<file path="src/rtl/cdb_arbiter_if.sv">
// cdb_arbiter_if: producer-side and broadcast-side signals of the CDB arbiter
interface cdb_arbiter_if;
  logic        alu_valid;
  logic [3:0]  alu_rob_pos;
  logic [31:0] alu_val;
  logic        alu_jump;
  logic [31:0] alu_pc;
  logic        alu_full;
  logic        lsb_valid;
  logic [3:0]  lsb_rob_pos;
  logic [31:0] lsb_val;
  logic        lsb_full;
  logic        cdb_valid;
  logic        cdb_src;
  logic [3:0]  cdb_rob_pos;
  logic [31:0] cdb_val;
  logic        cdb_jump;
  logic [31:0] cdb_pc;
  modport master (
    output alu_valid, alu_rob_pos, alu_val, alu_jump, alu_pc,
    output lsb_valid, lsb_rob_pos, lsb_val,
    input  alu_full, lsb_full,
    input  cdb_valid, cdb_src, cdb_rob_pos, cdb_val, cdb_jump, cdb_pc
  );
  modport slave (
    input  alu_valid, alu_rob_pos, alu_val, alu_jump, alu_pc,
    input  lsb_valid, lsb_rob_pos, lsb_val,
    output alu_full, lsb_full,
    output cdb_valid, cdb_src, cdb_rob_pos, cdb_val, cdb_jump, cdb_pc
  );
endinterface

</file>
<file path="src/rtl/cdb_arbiter.sv">
// cdb_arbiter: round-robin sharing of one result bus between ALU and LSB FIFOs with empty-FIFO bypass
module cdb_arbiter #(
  parameter int DEPTH  = 4,
  parameter int ADDR_W = 2
) (
  input  logic         clk,
  input  logic         rst,
  input  logic         rdy,
  input  logic         rollback,
  cdb_arbiter_if.slave bus
);
  localparam logic [ADDR_W:0] FULL = (ADDR_W+1)'(DEPTH);
  logic [3:0]        r_alu_rob [DEPTH];
  logic [31:0]       r_alu_val [DEPTH];
  logic              r_alu_jump [DEPTH];
  logic [31:0]       r_alu_pc [DEPTH];
  logic [3:0]        r_lsb_rob [DEPTH];
  logic [31:0]       r_lsb_val [DEPTH];
  logic [ADDR_W-1:0] r_alu_rp, r_alu_wp, r_lsb_rp, r_lsb_wp;
  logic [ADDR_W:0]   r_alu_cnt, r_lsb_cnt;
  logic              r_prio;
  logic              r_cdb_valid, r_cdb_src, r_cdb_jump;
  logic [3:0]        r_cdb_rob;
  logic [31:0]       r_cdb_val, r_cdb_pc;
  logic              w_run, w_alu_empty, w_lsb_empty, w_cand_alu, w_cand_lsb;
  logic              w_gnt_alu, w_gnt_lsb, w_alu_pop, w_lsb_pop, w_alu_push, w_lsb_push;
  always_comb begin
    w_run       = rdy && !rst && !rollback;
    w_alu_empty = r_alu_cnt == '0;
    w_lsb_empty = r_lsb_cnt == '0;
    w_cand_alu  = !w_alu_empty || bus.alu_valid;
    w_cand_lsb  = !w_lsb_empty || bus.lsb_valid;
    w_gnt_alu   = w_cand_alu && (!w_cand_lsb || !r_prio);
    w_gnt_lsb   = w_cand_lsb && !w_gnt_alu;
    w_alu_pop   = w_gnt_alu && !w_alu_empty;
    w_lsb_pop   = w_gnt_lsb && !w_lsb_empty;
    w_alu_push  = bus.alu_valid && r_alu_cnt != FULL && !(w_gnt_alu && w_alu_empty);
    w_lsb_push  = bus.lsb_valid && r_lsb_cnt != FULL && !(w_gnt_lsb && w_lsb_empty);
  end
  always_ff @(posedge clk) begin
    if (w_run && w_alu_push) begin
      r_alu_rob[r_alu_wp]  <= bus.alu_rob_pos;
      r_alu_val[r_alu_wp]  <= bus.alu_val;
      r_alu_jump[r_alu_wp] <= bus.alu_jump;
      r_alu_pc[r_alu_wp]   <= bus.alu_pc;
    end
    if (w_run && w_lsb_push) begin
      r_lsb_rob[r_lsb_wp] <= bus.lsb_rob_pos;
      r_lsb_val[r_lsb_wp] <= bus.lsb_val;
    end
  end
  always_ff @(posedge clk) begin
    if (rst || rollback) begin
      r_alu_rp    <= '0;
      r_alu_wp    <= '0;
      r_lsb_rp    <= '0;
      r_lsb_wp    <= '0;
      r_alu_cnt   <= '0;
      r_lsb_cnt   <= '0;
      r_prio      <= 1'b0;
      r_cdb_valid <= 1'b0;
      r_cdb_src   <= 1'b0;
      r_cdb_rob   <= '0;
      r_cdb_val   <= '0;
      r_cdb_jump  <= 1'b0;
      r_cdb_pc    <= '0;
    end else if (rdy) begin
      r_alu_rp    <= r_alu_rp + ADDR_W'(w_alu_pop);
      r_alu_wp    <= r_alu_wp + ADDR_W'(w_alu_push);
      r_lsb_rp    <= r_lsb_rp + ADDR_W'(w_lsb_pop);
      r_lsb_wp    <= r_lsb_wp + ADDR_W'(w_lsb_push);
      r_alu_cnt   <= r_alu_cnt + (ADDR_W+1)'(w_alu_push) - (ADDR_W+1)'(w_alu_pop);
      r_lsb_cnt   <= r_lsb_cnt + (ADDR_W+1)'(w_lsb_push) - (ADDR_W+1)'(w_lsb_pop);
      r_prio      <= w_gnt_alu ? 1'b1 : w_gnt_lsb ? 1'b0 : r_prio;
      r_cdb_valid <= w_gnt_alu || w_gnt_lsb;
      if (w_gnt_alu) begin
        r_cdb_src  <= 1'b0;
        r_cdb_rob  <= w_alu_empty ? bus.alu_rob_pos : r_alu_rob[r_alu_rp];
        r_cdb_val  <= w_alu_empty ? bus.alu_val : r_alu_val[r_alu_rp];
        r_cdb_jump <= w_alu_empty ? bus.alu_jump : r_alu_jump[r_alu_rp];
        r_cdb_pc   <= w_alu_empty ? bus.alu_pc : r_alu_pc[r_alu_rp];
      end else if (w_gnt_lsb) begin
        r_cdb_src  <= 1'b1;
        r_cdb_rob  <= w_lsb_empty ? bus.lsb_rob_pos : r_lsb_rob[r_lsb_rp];
        r_cdb_val  <= w_lsb_empty ? bus.lsb_val : r_lsb_val[r_lsb_rp];
        r_cdb_jump <= 1'b0;
        r_cdb_pc   <= '0;
      end
    end
  end
  assign bus.alu_full    = r_alu_cnt == FULL;
  assign bus.lsb_full    = r_lsb_cnt == FULL;
  assign bus.cdb_valid   = r_cdb_valid;
  assign bus.cdb_src     = r_cdb_src;
  assign bus.cdb_rob_pos = r_cdb_rob;
  assign bus.cdb_val     = r_cdb_val;
  assign bus.cdb_jump    = r_cdb_jump;
  assign bus.cdb_pc      = r_cdb_pc;
endmodule

</file>
<file path="src/flat_wrapper.sv">
// flat-port wrapper written by rule: the top's interface ports become plain ports
module cdb_arbiter_flat 
#(
  parameter int DEPTH  = 4,
  parameter int ADDR_W = 2
)
  (clk, rst, rdy, rollback, bus_alu_valid, bus_alu_rob_pos, bus_alu_val, bus_alu_jump, bus_alu_pc, bus_lsb_valid, bus_lsb_rob_pos, bus_lsb_val, bus_alu_full, bus_lsb_full, bus_cdb_valid, bus_cdb_src, bus_cdb_rob_pos, bus_cdb_val, bus_cdb_jump, bus_cdb_pc);
  cdb_arbiter_if bus_i ();
  input  logic clk;
  input  logic rst;
  input  logic rdy;
  input  logic rollback;
  input wire logic [$bits(bus_i.alu_valid)-1:0] bus_alu_valid;
  input wire logic [$bits(bus_i.alu_rob_pos)-1:0] bus_alu_rob_pos;
  input wire logic [$bits(bus_i.alu_val)-1:0] bus_alu_val;
  input wire logic [$bits(bus_i.alu_jump)-1:0] bus_alu_jump;
  input wire logic [$bits(bus_i.alu_pc)-1:0] bus_alu_pc;
  input wire logic [$bits(bus_i.lsb_valid)-1:0] bus_lsb_valid;
  input wire logic [$bits(bus_i.lsb_rob_pos)-1:0] bus_lsb_rob_pos;
  input wire logic [$bits(bus_i.lsb_val)-1:0] bus_lsb_val;
  output wire logic [$bits(bus_i.alu_full)-1:0] bus_alu_full;
  output wire logic [$bits(bus_i.lsb_full)-1:0] bus_lsb_full;
  output wire logic [$bits(bus_i.cdb_valid)-1:0] bus_cdb_valid;
  output wire logic [$bits(bus_i.cdb_src)-1:0] bus_cdb_src;
  output wire logic [$bits(bus_i.cdb_rob_pos)-1:0] bus_cdb_rob_pos;
  output wire logic [$bits(bus_i.cdb_val)-1:0] bus_cdb_val;
  output wire logic [$bits(bus_i.cdb_jump)-1:0] bus_cdb_jump;
  output wire logic [$bits(bus_i.cdb_pc)-1:0] bus_cdb_pc;
  assign bus_i.alu_valid = bus_alu_valid;
  assign bus_i.alu_rob_pos = bus_alu_rob_pos;
  assign bus_i.alu_val = bus_alu_val;
  assign bus_i.alu_jump = bus_alu_jump;
  assign bus_i.alu_pc = bus_alu_pc;
  assign bus_i.lsb_valid = bus_lsb_valid;
  assign bus_i.lsb_rob_pos = bus_lsb_rob_pos;
  assign bus_i.lsb_val = bus_lsb_val;
  assign bus_alu_full = bus_i.alu_full;
  assign bus_lsb_full = bus_i.lsb_full;
  assign bus_cdb_valid = bus_i.cdb_valid;
  assign bus_cdb_src = bus_i.cdb_src;
  assign bus_cdb_rob_pos = bus_i.cdb_rob_pos;
  assign bus_cdb_val = bus_i.cdb_val;
  assign bus_cdb_jump = bus_i.cdb_jump;
  assign bus_cdb_pc = bus_i.cdb_pc;
  cdb_arbiter #(.DEPTH(DEPTH), .ADDR_W(ADDR_W)) u_core (.clk(clk), .rst(rst), .rdy(rdy), .rollback(rollback), .bus(bus_i));
endmodule
</file>
<file path="config.mk">
export PLATFORM = sky130hd
export DESIGN_NAME = cdb_arbiter_flat
export DESIGN_NICKNAME = d
export VERILOG_FILES = /design/src/rtl/cdb_arbiter_if.sv /design/src/rtl/cdb_arbiter.sv /design/src/flat_wrapper.sv
export SDC_FILE = /design/constraint.sdc
export NUM_CORES = 1
export LEC_CHECK = 0
export ABC_AREA = 1
export CELL_PAD_IN_SITES_DETAIL_PLACEMENT = 0
export CELL_PAD_IN_SITES_GLOBAL_PLACEMENT = 1
export CORE_UTILIZATION = 49
export DETAILED_ROUTE_END_ITERATION = 7
export HOLD_SLACK_MARGIN = 0.15
export PLACE_DENSITY = 0.86
export SYNTH_ARGS = -nofsm -noshare
export SYNTH_HDL_FRONTEND = slang
export SYNTH_SLANG_ARGS = --single-unit
</file>
<file path="constraint.sdc">
create_clock -name clk -period 13.38 [get_ports clk]
set_clock_uncertainty 0.2 [all_clocks]
set_input_delay 2.676 -clock clk [delete_from_list [all_inputs] [get_ports clk]]
set_output_delay 2.676 -clock clk [all_outputs]
set_load 0.05 [all_outputs]
</file>
# == Word level (Yosys, flattened, before mapping) ==
# Memories as Yosys holds them, arrays and structs flattened. A register that Yosys moved wholly into a read port is not among the register bits.
# Cells that the tools add are included.
# word_totals
ff_bits,86
latch_bits,0
mem_bits_rw,420
rom_bits,0
inputBits,111
out_inout_bits,73
wordCells,96
n_memories,6
# op_classes
n_addsub,8
n_mul,0
div_mod_pow,0
n_lt_le_gt_ge,0
eq_ne,4
shift,0
n_mux,33
bitwise,0
reduce_logical,32
# memory_table
name,depth,width,read_ports,rd_clocked_by_memory_dff,write_ports,line,rtl
u_core.r_alu_pc,4,32,1,1,1,cdb_arbiter.sv:16,logic [31:0] r_alu_pc [DEPTH];
u_core.r_alu_val,4,32,1,1,1,cdb_arbiter.sv:14,logic [31:0] r_alu_val [DEPTH];
u_core.r_lsb_val,4,32,1,1,1,cdb_arbiter.sv:18,logic [31:0] r_lsb_val [DEPTH];
u_core.r_alu_rob,4,4,1,1,1,cdb_arbiter.sv:13,logic [3:0] r_alu_rob [DEPTH];
u_core.r_lsb_rob,4,4,1,1,1,cdb_arbiter.sv:17,logic [3:0] r_lsb_rob [DEPTH];
u_core.r_alu_jump,4,1,1,1,1,cdb_arbiter.sv:15,logic r_alu_jump [DEPTH];
# op_table
op,n
2-to-1 mux 32 bit,7
2-to-1 mux 2 bit,12
2-to-1 mux 4 bit,4
logical AND 1 bit,14
2-to-1 mux 1 bit,10
zero test 1 bit,9
adder 2 x 1 -> 2 bit,4
adder 3 x 1 -> 3 bit,2
== test 3 bit (second input constant),2
zero test 3 bit,2
inequality test 3 bit (second input constant),2
subtractor 3 x 1 -> 3 bit,2
logical OR 1 bit,5
AND reduction 2 bit,1
nonzero test 2 bit,1

# == Depth between registers and ports, before layout ==
# depth
depth_word,14
depth_mapped,16

# == Least setup slack after synthesis ==
# Ideal clock, no wire load.
# synth_path
kind,input to register
from,input port bus_alu_valid
to,"memory u_core.r_alu_jump[0], enable pin"
t_arrival_ns,6.267
required_time_ns,12.683
path_slack_ns,6.416
path_stages,8
path_cell_list,buf_4 inv_2 nand3_2 nand2_2 inv_2 nand2_1 nand4_1 nor2_1
# synth_between
elab_chain_cells,8
word_cells_on_any_way,9
classes_between,mux: 2; reduce/logical: 7
# synth_lines
item,line,rtl
"start, declared",flat_wrapper.sv:13,input wire logic [$bits(bus_i.alu_valid)-1:0] bus_alu_valid;
logical OR 1 bit,cdb_arbiter.sv:31,w_cand_alu = !w_alu_empty || bus.alu_valid;
logical AND 1 bit,cdb_arbiter.sv:33,w_gnt_alu = w_cand_alu && (!w_cand_lsb || !r_prio);
logical AND 1 bit,cdb_arbiter.sv:37,w_alu_push = bus.alu_valid && r_alu_cnt != FULL && !(w_gnt_alu && w_alu_empty);
zero test 1 bit,cdb_arbiter.sv:37,
logical AND 1 bit *,cdb_arbiter.sv:37,
logical AND 1 bit *,cdb_arbiter.sv:41,if (w_run && w_alu_push) begin
2-to-1 mux 1 bit *,cdb_arbiter.sv:41,
2-to-1 mux 1 bit (implied by the code) *,cdb_arbiter.sv:44,r_alu_jump[r_alu_wp] <= bus.alu_jump;
"end, declared",cdb_arbiter.sv:15,
# Every way passes the cells marked *; elsewhere a longest branch is shown, timed or not.

# == Worst setup path after layout ==
# layout_path
from,input port bus_lsb_valid
to,"memory u_core.r_alu_pc[0][18], enable pin"
# layout_between
elab_chain_cells,10
# layout_lines
item,line,rtl
"start, declared",flat_wrapper.sv:18,input wire logic [$bits(bus_i.lsb_valid)-1:0] bus_lsb_valid;
logical OR 1 bit,cdb_arbiter.sv:32,w_cand_lsb = !w_lsb_empty || bus.lsb_valid;
zero test 1 bit,cdb_arbiter.sv:33,
logical OR 1 bit,cdb_arbiter.sv:33,
logical AND 1 bit,cdb_arbiter.sv:33,
logical AND 1 bit,cdb_arbiter.sv:37,
zero test 1 bit,cdb_arbiter.sv:37,
logical AND 1 bit,cdb_arbiter.sv:37,
logical AND 1 bit,cdb_arbiter.sv:41,
2-to-1 mux 1 bit,cdb_arbiter.sv:41,
2-to-1 mux 1 bit (implied by the code),cdb_arbiter.sv:45,r_alu_pc[r_alu_wp] <= bus.alu_pc;
"end, declared",cdb_arbiter.sv:16,
# No other way between the ends.

==> impl_metrics.ini <==
[die]
rows = 76
die_x_microns = 212.2
die_y_microns = 212.2
start_util_pct = 49.94
core_region_area_sq_um = 43360
dieArea_sq_um = 45040
ios = 184

[finish]
drive_gt1_share_pct = 6.652
most-common-layout-cells = 640 x nand2_1, 420 x edfxtp_1, 248 x nand3_1, 182 x clkdlybuf4s50_1, 169 x inv_1
fillerInstances = 3646
area_growth_pct = 18.17
fin_nets = 2375
layout_commonest_cell = nand2_1

[clock_network]
cts_root_buffer = clkbuf_16
htreeDepth = 2
cts.repair.resized = 0
clkTransAtPathRegs_ns = 0.06
cts.sinks = 510
cts_max_path_buffers = 3
post_cts_buffers = 0
numCtsBuffers = 53
ctsHoldBuffers = 0
clk_latency_ns = 0.61
cts_tree = built

[sta]
fin_tns_setup_ns = 0
hold_viol = 0
rsz0062_at_grt = false
drv_slew = 0
min_period_over_period_pct = 53.97
relSlewSlack_pct = 29.06
finalCriticalPeriod_ns = 7.221
tightest_slew_ns = 1.064
timing.fmax_mhz = 138.5
setup_viol = 0

[global_routing]
antenna_found_initial = 7
grt_max_degree = 96
grt_pass1_wl_mm = 80.84
grt_overflow = 0
track_usage_pct = 23.47
grt_pass1_vias = 14490

[hold_path]
min_from = u_core.bus.cdb_valid$_SDFFE_PP0P_
worst_hold_path.num_cells = 2
hold_end = u_core.bus.cdb_valid$_SDFFE_PP0P_
hp-class = reg2reg

[setup_path]
slowest_delay_ns = 0.86
critical_path_class = in2reg
worstPathRequired_ns = 13.42
reg2reg_depth = 10
r2r_slack_ns = 8.32
crit_arrival_ns = 7.26
cpMaxStageDelayCell = nand2_2
worstPathCellList = clkdlybuf4s50_1 > inv_1 > nand3_2 > nand2_2 > buf_4 > nand2_2 > inv_2 > nand2_1 > nand4_1 > nor2_4 > buf_4
crit_fanout = 74
start_kind = input pin
reg2reg_to = u_core.r_alu_pc[0][18]$_DFFE_PP_
end_kind = flip-flop
rr_startpoint = u_core.r_lsb_cnt[0]$_SDFFE_PP0P_

[detailed_routing]
drc = 0
dr.pass1.iters = 5
vias = 15240
wl_per_cell_microns = 18.05
vias_per_cell = 5.275
drt-initial-drc-count = 1456
routed_wl_mm = 52.15
ant_nets = 0

[pwr]
peakVddDrop_v = 0.0001028
p_per_area_nw_per_um2 = 137.8
power_mw = 3.526
power.leakage_nw = 9.804

[logic_synthesis]
synth_seq_cells = 510
yosysWarnings = 0
synth_seq_area_share_pct = 66.57
synth_async_sr_flop_share_pct = 0
syn_avg_cell_area_sq_um = 10.18
yosys.area.top_type = edfxtp_1
syn-cell-area_sq_um = 21650
ys.flop_type = edfxtp_1
netlist_instances = 2128
synthTopCellsByArea = edfxtp_1 58%, nand2_1 11%, dfxtp_1 8.3%
yosysUniqueCellTypes = 29
synth_top_area_share_pct = 58.25
synth_edf_count = 420
synth.net_count = 2248

[outcome]
status = complete, no violations

[place]
port_buffers = 183
gp_congestion = 0.7682
hpwl_mm = 29.93

[job]
drv_cap = 0
==> cells in the mapped netlist (3+ instances only) <==
| cell | instances |
|---|---|
| nand2_1 | 641 |
| edfxtp_1 | 420 |
| nand3_1 | 248 |
| inv_1 | 170 |
| nor2_1 | 111 |
| o21ai_0 | 99 |
| dfxtp_1 | 90 |
| buf_2 | 56 |
| a21oi_1 | 51 |
| clkbuf_1 | 46 |
| nand4_1 | 38 |
| o211ai_1 | 33 |
| o21ai_1 | 31 |
| or2_2 | 20 |
| buf_4 | 16 |
| or2_1 | 14 |
| buf_1 | 11 |
| ha_1 | 7 |
| buf_6 | 5 |
| inv_2 | 4 |
| nand2_2 | 3 |
| nor2_4 | 3 |
==> per-layer routing <==
layer / track usage (%) / routed length (microns)
met1: 33.30 / 23070
met3: 3.737 / 3475
met5: 0 / 46
met2: 37.57 / 24580
met4: 6.500 / 987
==> worst max path at each step <==
stage	from	end	slack, ns	cells past startpoint
6_report	bus_lsb_valid	u_core.r_alu_pc[0][18]$_DFFE_PP_	6.16	11
5_1_grt	bus_lsb_valid	u_core.r_alu_val[0][25]$_DFFE_PP_	5.79	11
4_1_cts	bus_lsb_valid	u_core.r_alu_pc[0][10]$_DFFE_PP_	6.07	11
3_5_place_dp	bus_lsb_valid	u_core.r_alu_pc[0][16]$_DFFE_PP_	5.44	11
3_3_place_gp	bus_lsb_valid	u_core.r_alu_pc[0][17]$_DFFE_PP_	5.48	11
2_1_floorplan	bus_alu_valid	u_core.r_alu_jump[0]$_DFFE_PP_	6.42	8
==> flip-flops by register name, indices dropped and copies added (netlist names), named ones only <==
signal                  count
u_core.r_alu_jump           4
u_core.bus.cdb_src          1
u_core.bus.cdb_rob_pos      4
u_core.bus.cdb_pc          32
u_core.r_alu_pc           128
u_core.r_prio               1
u_core.r_alu_cnt            3
u_core.r_lsb_wp             2
u_core.r_lsb_rob           16
u_core.r_alu_val          128
u_core.r_alu_wp             2
u_core.r_lsb_val          128
u_core.r_lsb_cnt            3
u_core.r_alu_rob           16
u_core.bus.cdb_valid        1
u_core.bus.cdb_val         32
u_core.r_lsb_rp             2
u_core.r_alu_rp             2
u_core.bus.cdb_jump         1
==> cell type report <==
cell class              count  area [sq um]  area share, %
flip-flops and latches    510         14420          56.35
diodes                      4         10.01        0.03912
inverters                 175         659.4          2.577
clock inverters            12         130.1         0.5085
repair buffers            206          1999          7.814
well taps                 585         732.0          2.860
clock buffers              88          1650          6.450
multi-input cells        1309          5987          23.40
==> worst max-delay path: cells and delay by family <==
family | cells | cell delay, ns
AND/OR/NAND/NOR | 6 | 2.43
buffers and inverters | 5 | 2.09
==> stage by stage <==
| step | hold WS (ns) | instances | setup slack [ns] | util (%) | cell area (sq um) |
|---|---|---|---|---|---|
| 3_3_place_gp | 0.2381 | 2785 | 5.479 | 54.88 | 23800 |
| 6_report | 0.2662 | 2889 | 6.159 | 59.01 | 25590 |
| 4_1_cts | 0.2609 | 2885 | 6.073 | 58.99 | 25580 |
| 5_1_grt | 0.3018 | 2887 | 5.789 | 59.00 | 25580 |
| 3_5_place_dp | 0.2517 | 2785 | 5.438 | 54.88 | 23800 |
| 2_1_floorplan | 0.2378 | 2128 | 6.416 | - | 21650 |
==> kinds of logic (layout without fill, tap and decap cells) <==
kind of cell	count (synthesis)	in the layout	share of synthesized area (%)
AND/OR/NAND/NOR	1084	1084	21.30
flip-flops	510	510	66.57
buffers and inverters	309	481	6.131
AO/OA/AOI/OAI	216	216	5.414
adder cells (fa/ha/maj)	9	9	0.5894
other	0	4	0
==> power by group <==
part           total, mW  leakage [nW]  internal, mW  switching [mW]
sequential          1.75          4.51          1.74          0.0108
combinational      0.304          4.42         0.101           0.203
clock               1.48         0.873         0.865           0.611
total               3.53          9.80          2.70           0.825
Note: power is estimated with default switching activity, not from simulation.
